`config.mk`:
```
export PLATFORM = sky130hd
export DESIGN_NAME = frame_sequencer
export DESIGN_NICKNAME = d
export VERILOG_FILES = /design/src/rtl/sobel_pkg.sv /design/src/rtl/frame_sequencer.sv
export SDC_FILE = /design/constraint.sdc
export NUM_CORES = 1
export LEC_CHECK = 0
export CORE_ASPECT_RATIO = 1.75
export CORE_MARGIN = 2
export CORE_UTILIZATION = 30
export CTS_CLUSTER_DIAMETER = 100
export DETAILED_ROUTE_END_ITERATION = 16
export GPL_ROUTABILITY_DRIVEN = 0
export PLACE_DENSITY = 0.62
export RECOVER_POWER = 25
export REMOVE_ABC_BUFFERS = 1
export SYNTH_ARGS = -nofsm -noshare
export SYNTH_HDL_FRONTEND = slang
export SYNTH_SLANG_ARGS = --single-unit
export TNS_END_PERCENT = 20
```
`constraint.sdc`:
```
create_clock -name clk_i -period 2.3 [get_ports clk_i]
set_input_delay 0.23 -clock clk_i [delete_from_list [all_inputs] [get_ports clk_i]]
set_output_delay 0.23 -clock clk_i [all_outputs]
set_load 0.01 [all_outputs]
```
`src/rtl/sobel_pkg.sv`:
```
// Shared types and size helpers for the Sobel window path.
package sobel_pkg;

    typedef enum logic [2:0] {
        IDLE  = 3'd0,
        LOAD  = 3'd1,
        FLUSH = 3'd2,
        SCAN  = 3'd3,
        DONE  = 3'd4
    } state_t;

    function automatic int addr_width(input int h, input int v);
        return $clog2(h * v);
    endfunction

    function automatic int win_count(input int h, input int v);
        return (h - 2) * (v - 2);
    endfunction

endpackage

```
`src/rtl/frame_sequencer.sv`:
```
// Frame-level controller: loads one frame into the frame RAM, then releases the
// window separator to scan it and counts accepted windows until the frame is done.
module frame_sequencer
    import sobel_pkg::*;
#(
    parameter int horiz_width_p         = 4,
    parameter int vertic_width_p        = 4,
    parameter int color_channel_width_p = 4,
    localparam int aw = addr_width(horiz_width_p, vertic_width_p)
) (
    input  logic                             clk_i,
    input  logic                             reset_i,
    input  logic                             start_i,
    input  logic                             abort_i,
    input  logic                             pix_valid_i,
    input  logic [color_channel_width_p-1:0] pix_data_i,
    output logic                             pix_ready_o,
    output logic                             wr_en_o,
    output logic [aw-1:0]                    wr_addr_o,
    output logic [color_channel_width_p-1:0] wr_data_o,
    output logic                             sep_reset_o,
    input  logic                             win_valid_i,
    input  logic                             win_ready_i,
    output logic                             busy_o,
    output logic                             done_o,
    output logic [7:0]                       frame_cnt_o,
    output logic [2:0]                       dbg_state_o
);

    localparam int n_pix = horiz_width_p * vertic_width_p;
    localparam int n_win = win_count(horiz_width_p, vertic_width_p);
    localparam int pcw   = aw + 1;
    localparam int wcw   = $clog2(n_win + 1);

    // Handshakes: a transfer happens on a cycle where valid and ready are both
    // high at the rising edge; valid never waits on ready.
    state_t                           r_state;
    state_t                           w_next;
    logic [pcw-1:0]                   r_pix_cnt;
    logic [wcw-1:0]                   r_win_cnt;
    logic                             r_pix_ready;
    logic                             r_wr_en;
    logic [aw-1:0]                    r_wr_addr;
    logic [color_channel_width_p-1:0] r_wr_data;
    logic                             r_sep_reset;
    logic                             r_busy;
    logic                             r_done;
    logic [7:0]                       r_frame_cnt;
    logic                             w_pix_acc;
    logic                             w_win_acc;

    // r_pix_ready is high exactly while in LOAD, so it doubles as the LOAD qualifier.
    assign w_pix_acc = r_pix_ready & pix_valid_i;
    assign w_win_acc = (r_state == SCAN) & win_valid_i & win_ready_i;

    always_comb begin
        w_next = r_state;
        case (r_state)
            IDLE:    if (start_i) w_next = LOAD;
            LOAD:    if (w_pix_acc && r_pix_cnt == pcw'(n_pix - 1)) w_next = FLUSH;
            FLUSH:   w_next = SCAN;
            SCAN:    if (w_win_acc && r_win_cnt == wcw'(n_win - 1)) w_next = DONE;
            DONE:    w_next = IDLE;
            default: w_next = IDLE;
        endcase
        if (abort_i) w_next = IDLE;
    end

    always_ff @(posedge clk_i or posedge reset_i) begin
        if (reset_i) begin
            r_state     <= IDLE;
            r_pix_cnt   <= '0;
            r_win_cnt   <= '0;
            r_pix_ready <= 1'b0;
            r_wr_en     <= 1'b0;
            r_wr_addr   <= '0;
            r_wr_data   <= '0;
            r_sep_reset <= 1'b1;
            r_busy      <= 1'b0;
            r_done      <= 1'b0;
            r_frame_cnt <= '0;
        end else begin
            // Outputs are decoded from the next state so they line up with r_state.
            r_state     <= w_next;
            r_pix_ready <= (w_next == LOAD);
            r_sep_reset <= (w_next != SCAN);
            r_busy      <= (w_next != IDLE);
            r_done      <= (w_next == DONE);
            r_wr_en     <= w_pix_acc;
            if (w_pix_acc) begin
                r_wr_addr <= r_pix_cnt[aw-1:0];
                r_wr_data <= pix_data_i;
                r_pix_cnt <= r_pix_cnt + 1'b1;
            end
            if (w_win_acc) r_win_cnt <= r_win_cnt + 1'b1;
            if (r_state == IDLE && start_i) begin
                r_pix_cnt <= '0;
                r_win_cnt <= '0;
            end
            if (w_next == DONE) r_frame_cnt <= r_frame_cnt + 8'd1;
        end
    end

    assign pix_ready_o = r_pix_ready;
    assign wr_en_o     = r_wr_en;
    assign wr_addr_o   = r_wr_addr;
    assign wr_data_o   = r_wr_data;
    assign sep_reset_o = r_sep_reset;
    assign busy_o      = r_busy;
    assign done_o      = r_done;
    assign frame_cnt_o = r_frame_cnt;
    assign dbg_state_o = r_state;

endmodule

```
**Yosys cells after proc, flatten, opt, wreduce, memory -nomap -nowiden**

Cells that the tools add are included.

- Logic and storage cells: 41
- RAM bits: 0
- Register bits after elaboration: 32
- Bits of input ports: 11
- ROM bits: 0
- Output and inout port bits: 24
- Memories kept: 0
- Latch bits: 0

- $add $sub $neg: 3
- Equal/unequal tests: 8
- Reduce and logical (&&, ||, !) cells: 7
- Shift-type cells: 0
- $mul: 0
- Muxes and demuxes: 9
- Bitwise logic cells: 3
- Divide/modulo/power cells: 0
- Magnitude comparators: 0

Operators by type and width:

| operator | count |
|---|---|
| $mux W3 | 6 |
| $pmux W3 S4 | 1 |
| $mux W5 | 2 |
| $eq A3 B2 Y1 const B | 3 |
| $add A8 B1 Y8 const B | 1 |
| $eq A3 B1 Y1 const B | 2 |
| $add A5 B1 Y5 const B | 1 |
| $eq A5 B4 Y1 const B | 1 |
| $reduce_bool A2 Y1 | 2 |
| $add A3 B1 Y3 const B | 1 |
| $and A1 B1 Y1 | 3 |
| $eq A3 B3 Y1 const B | 1 |
| $logic_and A1 B1 Y1 | 3 |
| $logic_not A3 Y1 | 1 |
| $ne A3 B2 Y1 const B | 1 |
| $reduce_bool A3 Y1 | 1 |

**Longest topological paths before layout**

- Depth after elaboration: 8
- Depth in mapped cells: 5
- Depth with buffers taken out: 5

**Worst setup path before layout**

Ideal clock, no wire load.

- Path type: register to register
- From: register r_win_cnt[0]
- To: register r_frame_cnt[1] (netlist: frame_cnt_o[1])
- Slack: 0.618 ns
- Cell stages (with the launch flop): 6
- Data required time: 2.172 ns
- Path buffers: 0
- Library setup time: 0.128 ns
- Arrival time: 1.554 ns
- Clock period less this slack: 1.682 ns
- Cells stage by stage: dfrtp_1 -> ha_1 -> ha_1 -> nand4_1 -> nor2_2 -> mux2_1

- Cells in the longest elaborated chain, start to end: 6

Ends and longest elaborated chain:

| element | line | text |
|---|---|---|
| start, declared | frame_sequencer.sv:40 | `logic [wcw-1:0] r_win_cnt;` |
| start signal, assigned | frame_sequencer.sv:95 | `if (w_win_acc) r_win_cnt <= r_win_cnt + 1'b1;` |
| $eq A3 B2 Y1 | frame_sequencer.sv:62 | `SCAN: if (w_win_acc && r_win_cnt == wcw'(n_win - 1)) w_next = DONE;` |
| $logic_and A1 B1 Y1 | frame_sequencer.sv:62 |  |
| $mux W3 | frame_sequencer.sv:62 |  |
| $pmux W3 S4 | frame_sequencer.sv:58 | `case (r_state)` |
| $mux W3 | frame_sequencer.sv:66 | `if (abort_i) w_next = IDLE;` |
| via w_next[2] | frame_sequencer.sv:38 | `state_t w_next;` |
| $eq A3 B3 Y1 | frame_sequencer.sv:100 | `if (w_next == DONE) r_frame_cnt <= r_frame_cnt + 8'd1;` |
| end signal, assigned | frame_sequencer.sv:100 |  |
| end, declared | frame_sequencer.sv:48 | `logic [7:0] r_frame_cnt;` |

The timed path passes the listed nets, and every way through them passes these cells.
A chain may end at the register's enable or synchronous reset.

**Worst setup path after layout**

- From: register r_state[1] (netlist: dbg_state_o[1])
- To: register r_frame_cnt[1] (netlist: frame_cnt_o[1])

- Cells in the longest elaborated chain, start to end: 8
- Elaborated cells on any way between the ends: 13
- Classes of those cells: eq/ne (4); mux (5); bitwise (2); reduce/logical (2)

Ends and longest elaborated chain:

| element | line | text |
|---|---|---|
| start, declared | frame_sequencer.sv:37 | `state_t r_state;` |
| start signal, assigned | frame_sequencer.sv:84 | `r_state <= w_next;` |
| $eq A3 B2 Y1 | frame_sequencer.sv:54, frame_sequencer.sv:58 |  |
| $and A1 B1 Y1 (2 in series) | frame_sequencer.sv:54 | `assign w_win_acc = (r_state == SCAN) & win_valid_i & win_ready_i;` |
| $logic_and A1 B1 Y1 | frame_sequencer.sv:62 |  |
| $mux W3 | frame_sequencer.sv:62 |  |
| $pmux W3 S4 (*) | frame_sequencer.sv:58 |  |
| $mux W3 (*) | frame_sequencer.sv:66 |  |
| via w_next[2] | frame_sequencer.sv:38 |  |
| $eq A3 B3 Y1 (*) | frame_sequencer.sv:100 |  |

Mark *: on every way through the listed nets, which the timed path passes. The rest lies on a longest branch.

==> metrics <==
run status=finished clean; Max H-tree Level=2; number of optimization iterations in the first detailed-route pass=4; number of fill cells in the layout=467; height of the die=95.1 um; drt via density=4.98; worst r2r src=dbg_state_o[1]; worst reg2reg path endpoint=frame_cnt_o[1]; maximum number of pins on one net before global-route repair=33; leftover overflow at the end of global routing=0; Rows=33; required time reported for the critical path endpoint=2470 ps; die footprint=5330 um^2; leading post-synthesis cells by cell area=sky130_fd_sc_hd__dfrtp_1 (55%), sky130_fd_sc_hd__nand2_1 (7.9%), sky130_fd_sc_hd__xor2_1 (4.9%); layout cell share with drive strength beyond 1=10.8%; Root Driver=sky130_fd_sc_hd__clkbuf_8; CTS sink cnt=32; main flop type after synthesis=sky130_fd_sc_hd__dfrtp_1; number of buffers inserted for hold repair after clock tree synthesis=0; sw frac=21.6%; critical setup path kind=reg -> reg; Yosys warning count=0; startpoint types=flip-flop; cell type with the highest aggregate area in the netlist=sky130_fd_sc_hd__dfrtp_1; number of buffers between clock root and the deepest sink=2; final cell area excluding filler cells=1960 um^2; Worst setup EP type=flip-flop; number of inserted diodes=0; final setup vio count=0; Max-slew headroom=73.2%; power consumption=1.33 mW; number of antenna violations at the first check in global routing=0; leakage component of the power=0.926 nW; via total after detailed routing=1135; number of storage elements in the synthesis netlist=32; worst-margin pin slew=403 ps; Core Area=4620 um^2; I/O pin count=35; R2R cell count=3; insertion delay to the later sink of the worst-skew pair=280 ps; clock transition at the register clock pins on the worst setup and hold paths after CTS=70 ps; library cell contributing the largest single delay on the critical path=sky130_fd_sc_hd__or3b_1; Global Route Usage Sum=13.0%; Mapped Avg Cell Area=10.6 um^2; die width=56.1 um; count of maximum capacitance violations=0; Total Nets Final=191; clock network power share=44.1%; power per cell area=680 nW/um^2; path class of the lowest-slack min-delay path=reg -> reg; Comb power frac=10.2%; CTS tree=done; number of enable-type register cells in the synthesized netlist=0; number of gates given a new drive strength after cts=0; number of pins exceeding their max-slew limit in the final report=0; Worst Hold Path EP=frame_cnt_o[7]; Post-Route Setup TNS=0 ps; buffers added on ports=34; HPWL reported at the end of detailed placement=2200 um; sequential share of power=45.7%; launch point of the worst hold path=frame_cnt_o[7]; number of DRC markers after the initial detailed-route iteration=15; synthesized instance count=134; worst vdd ir=543 uV; cell-by-cell listing of the critical path=or3b_1 -> nor2_2 -> mux2_1; data arrival time of the critical path=1890 ps; initial core utilization=30.8%; proportion of netlist area held by the largest area contributor=54.5%; number of global-route vias before repair=1126; Placed Area=1840 um^2; Crit path largest cell delay=570 ps; clock skew=1.72 ps; share of async-settable or async-resettable flops after synthesis=100%; number of routed nets with antenna violations=0; clock period minus final worst setup slack=1720 ps; sequential area share after synthesis=56.4%; area growth from synthesis to layout=38.0%; Post CTS Setup Buffer Count=0; worst-path fanout max=9; Routed WL=3000 um; most frequent cell after synthesis=sky130_fd_sc_hd__dfrtp_1; flop-to-flop setup slack=580 ps; Highest Clock Rate=581 MHz; Netlist Area Pre-Place=1420 um^2; period utilisation layout=74.8%; hold-critical path depth=1; DRC violation count after routing=0; first-pass GRT wire length=5350 um; Sw Pwr=0.289 mW; number of buffers created by CTS=5; design internal power=1.05 mW; setup repair after global routing missed its margin=no; post-synth cell types=32; average detailed-routed wire length per instance=13.2 um; most instantiated cells after synthesis=sky130_fd_sc_hd__dfrtp_1 (31), sky130_fd_sc_hd__nand2_1 (30), sky130_fd_sc_hd__xor2_1 (8), sky130_fd_sc_hd__nand3_1 (7), sky130_fd_sc_hd__nor3_1 (6); Hold Vio Cnt, Final=0
[worst max-delay path, delay by kind of cell (launching register included)]
kind | cells | cell delay, ps
multiplexers | 1 | 330
AND/OR/NAND/NOR | 2 | 780
flip-flops | 1 | 490
[worst max-delay path by stage]
stage / start / end / depth (start not counted)
after floorplan: r_win_cnt[0] / frame_cnt_o[1] / 5
after global placement: abort_i / frame_cnt_o[1] / 4
after detailed placement: abort_i / frame_cnt_o[1] / 4
after CTS: dbg_state_o[1] / frame_cnt_o[1] / 3
after global routing: dbg_state_o[1] / frame_cnt_o[1] / 3
final: dbg_state_o[1] / frame_cnt_o[1] / 3
[registers in the layout, indices dropped and copies added (netlist names)]
register and flops:
dbg_state_o 3, wr_data_o 4, busy_o 1, wr_addr_o 4, r_pix_cnt 5, wr_en_o 1
frame_cnt_o 8, done_o 1, sep_reset_o 1, r_win_cnt 3, pix_ready_o 1
[power groups by stage]
| stage | Clock [mW] | Sequential (mW) | Combinational [mW] |
|---|---|---|---|
| after floorplan | 0 | 0.628 | 0.0459 |
| after global placement | 0 | 0.619 | 0.135 |
| after detailed placement | 0 | 0.621 | 0.139 |
| after CTS | 0.607 | 0.611 | 0.139 |
| after global routing | 0.628 | 0.614 | 0.152 |
| final | 0.588 | 0.610 | 0.136 |
[stage by stage]
| stage | utilization [%] | setup slack, ps | hold slack, ps | std cells |
|---|---|---|---|---|
| floorplan | - | 617 | 302 | 129 |
| global placement | 39.7 | 374 | 457 | 220 |
| detailed placement | 39.7 | 329 | 458 | 220 |
| CTS | 42.5 | 573 | 342 | 228 |
| global route | 42.5 | 497 | 484 | 228 |
| finish | 42.5 | 580 | 465 | 228 |
[cell families after synthesis]
kind of cell,after synthesis,synth area share (%)
and+or+nand+nor,64,23.8
buffers and inverters,10,3.34
muxes,1,0.792
xor gates and xnor gates,9,5.54
AOI/OAI and AO/OA,13,5.72
DFF,32,56.4
adders and majority gates,5,4.40
[cells in the final DEF (no fill, tap or decap), types with 2 or more instances in the layout]
cell / netlist / final
sky130_fd_sc_hd__a211oi_1: 3 / 3
sky130_fd_sc_hd__a21oi_1: 5 / 5
sky130_fd_sc_hd__and3_1: 2 / 2
sky130_fd_sc_hd__buf_4: 0 / 5
sky130_fd_sc_hd__clkbuf_8: 0 / 7
sky130_fd_sc_hd__clkdlybuf4s50_1: 0 / 33
sky130_fd_sc_hd__dfrtp_1: 31 / 31
sky130_fd_sc_hd__ha_1: 5 / 5
sky130_fd_sc_hd__inv_1: 5 / 5
sky130_fd_sc_hd__nand2_1: 30 / 30
sky130_fd_sc_hd__nand3_1: 7 / 7
sky130_fd_sc_hd__nand4_1: 2 / 2
sky130_fd_sc_hd__nor2_1: 5 / 5
sky130_fd_sc_hd__nor3_1: 6 / 6
sky130_fd_sc_hd__nor4_2: 2 / 2
sky130_fd_sc_hd__o21ai_0: 3 / 3
sky130_fd_sc_hd__or3_1: 2 / 2
sky130_fd_sc_hd__xor2_1: 8 / 8
[routing by layer]
metal,vias up,global-route usage [%],routed length (um)
met5,-,0,0
li1,536,-,-
met3,6,4.21,188
met4,0,7.14,74
met1,555,14.6,1240
met2,38,21.7,1500
[layout make-up]
type	count	area (um^2)	area share, %
timing repair buffer	39	378	19.2
sequential	32	802	40.9
tap	52	65.1	3.31
inverter	5	18.8	0.956
clock buffer	7	96.3	4.91
clock inverter	1	30.0	1.53
multi-input combinational	92	573	29.2
(Power assumes the default switching activity.)
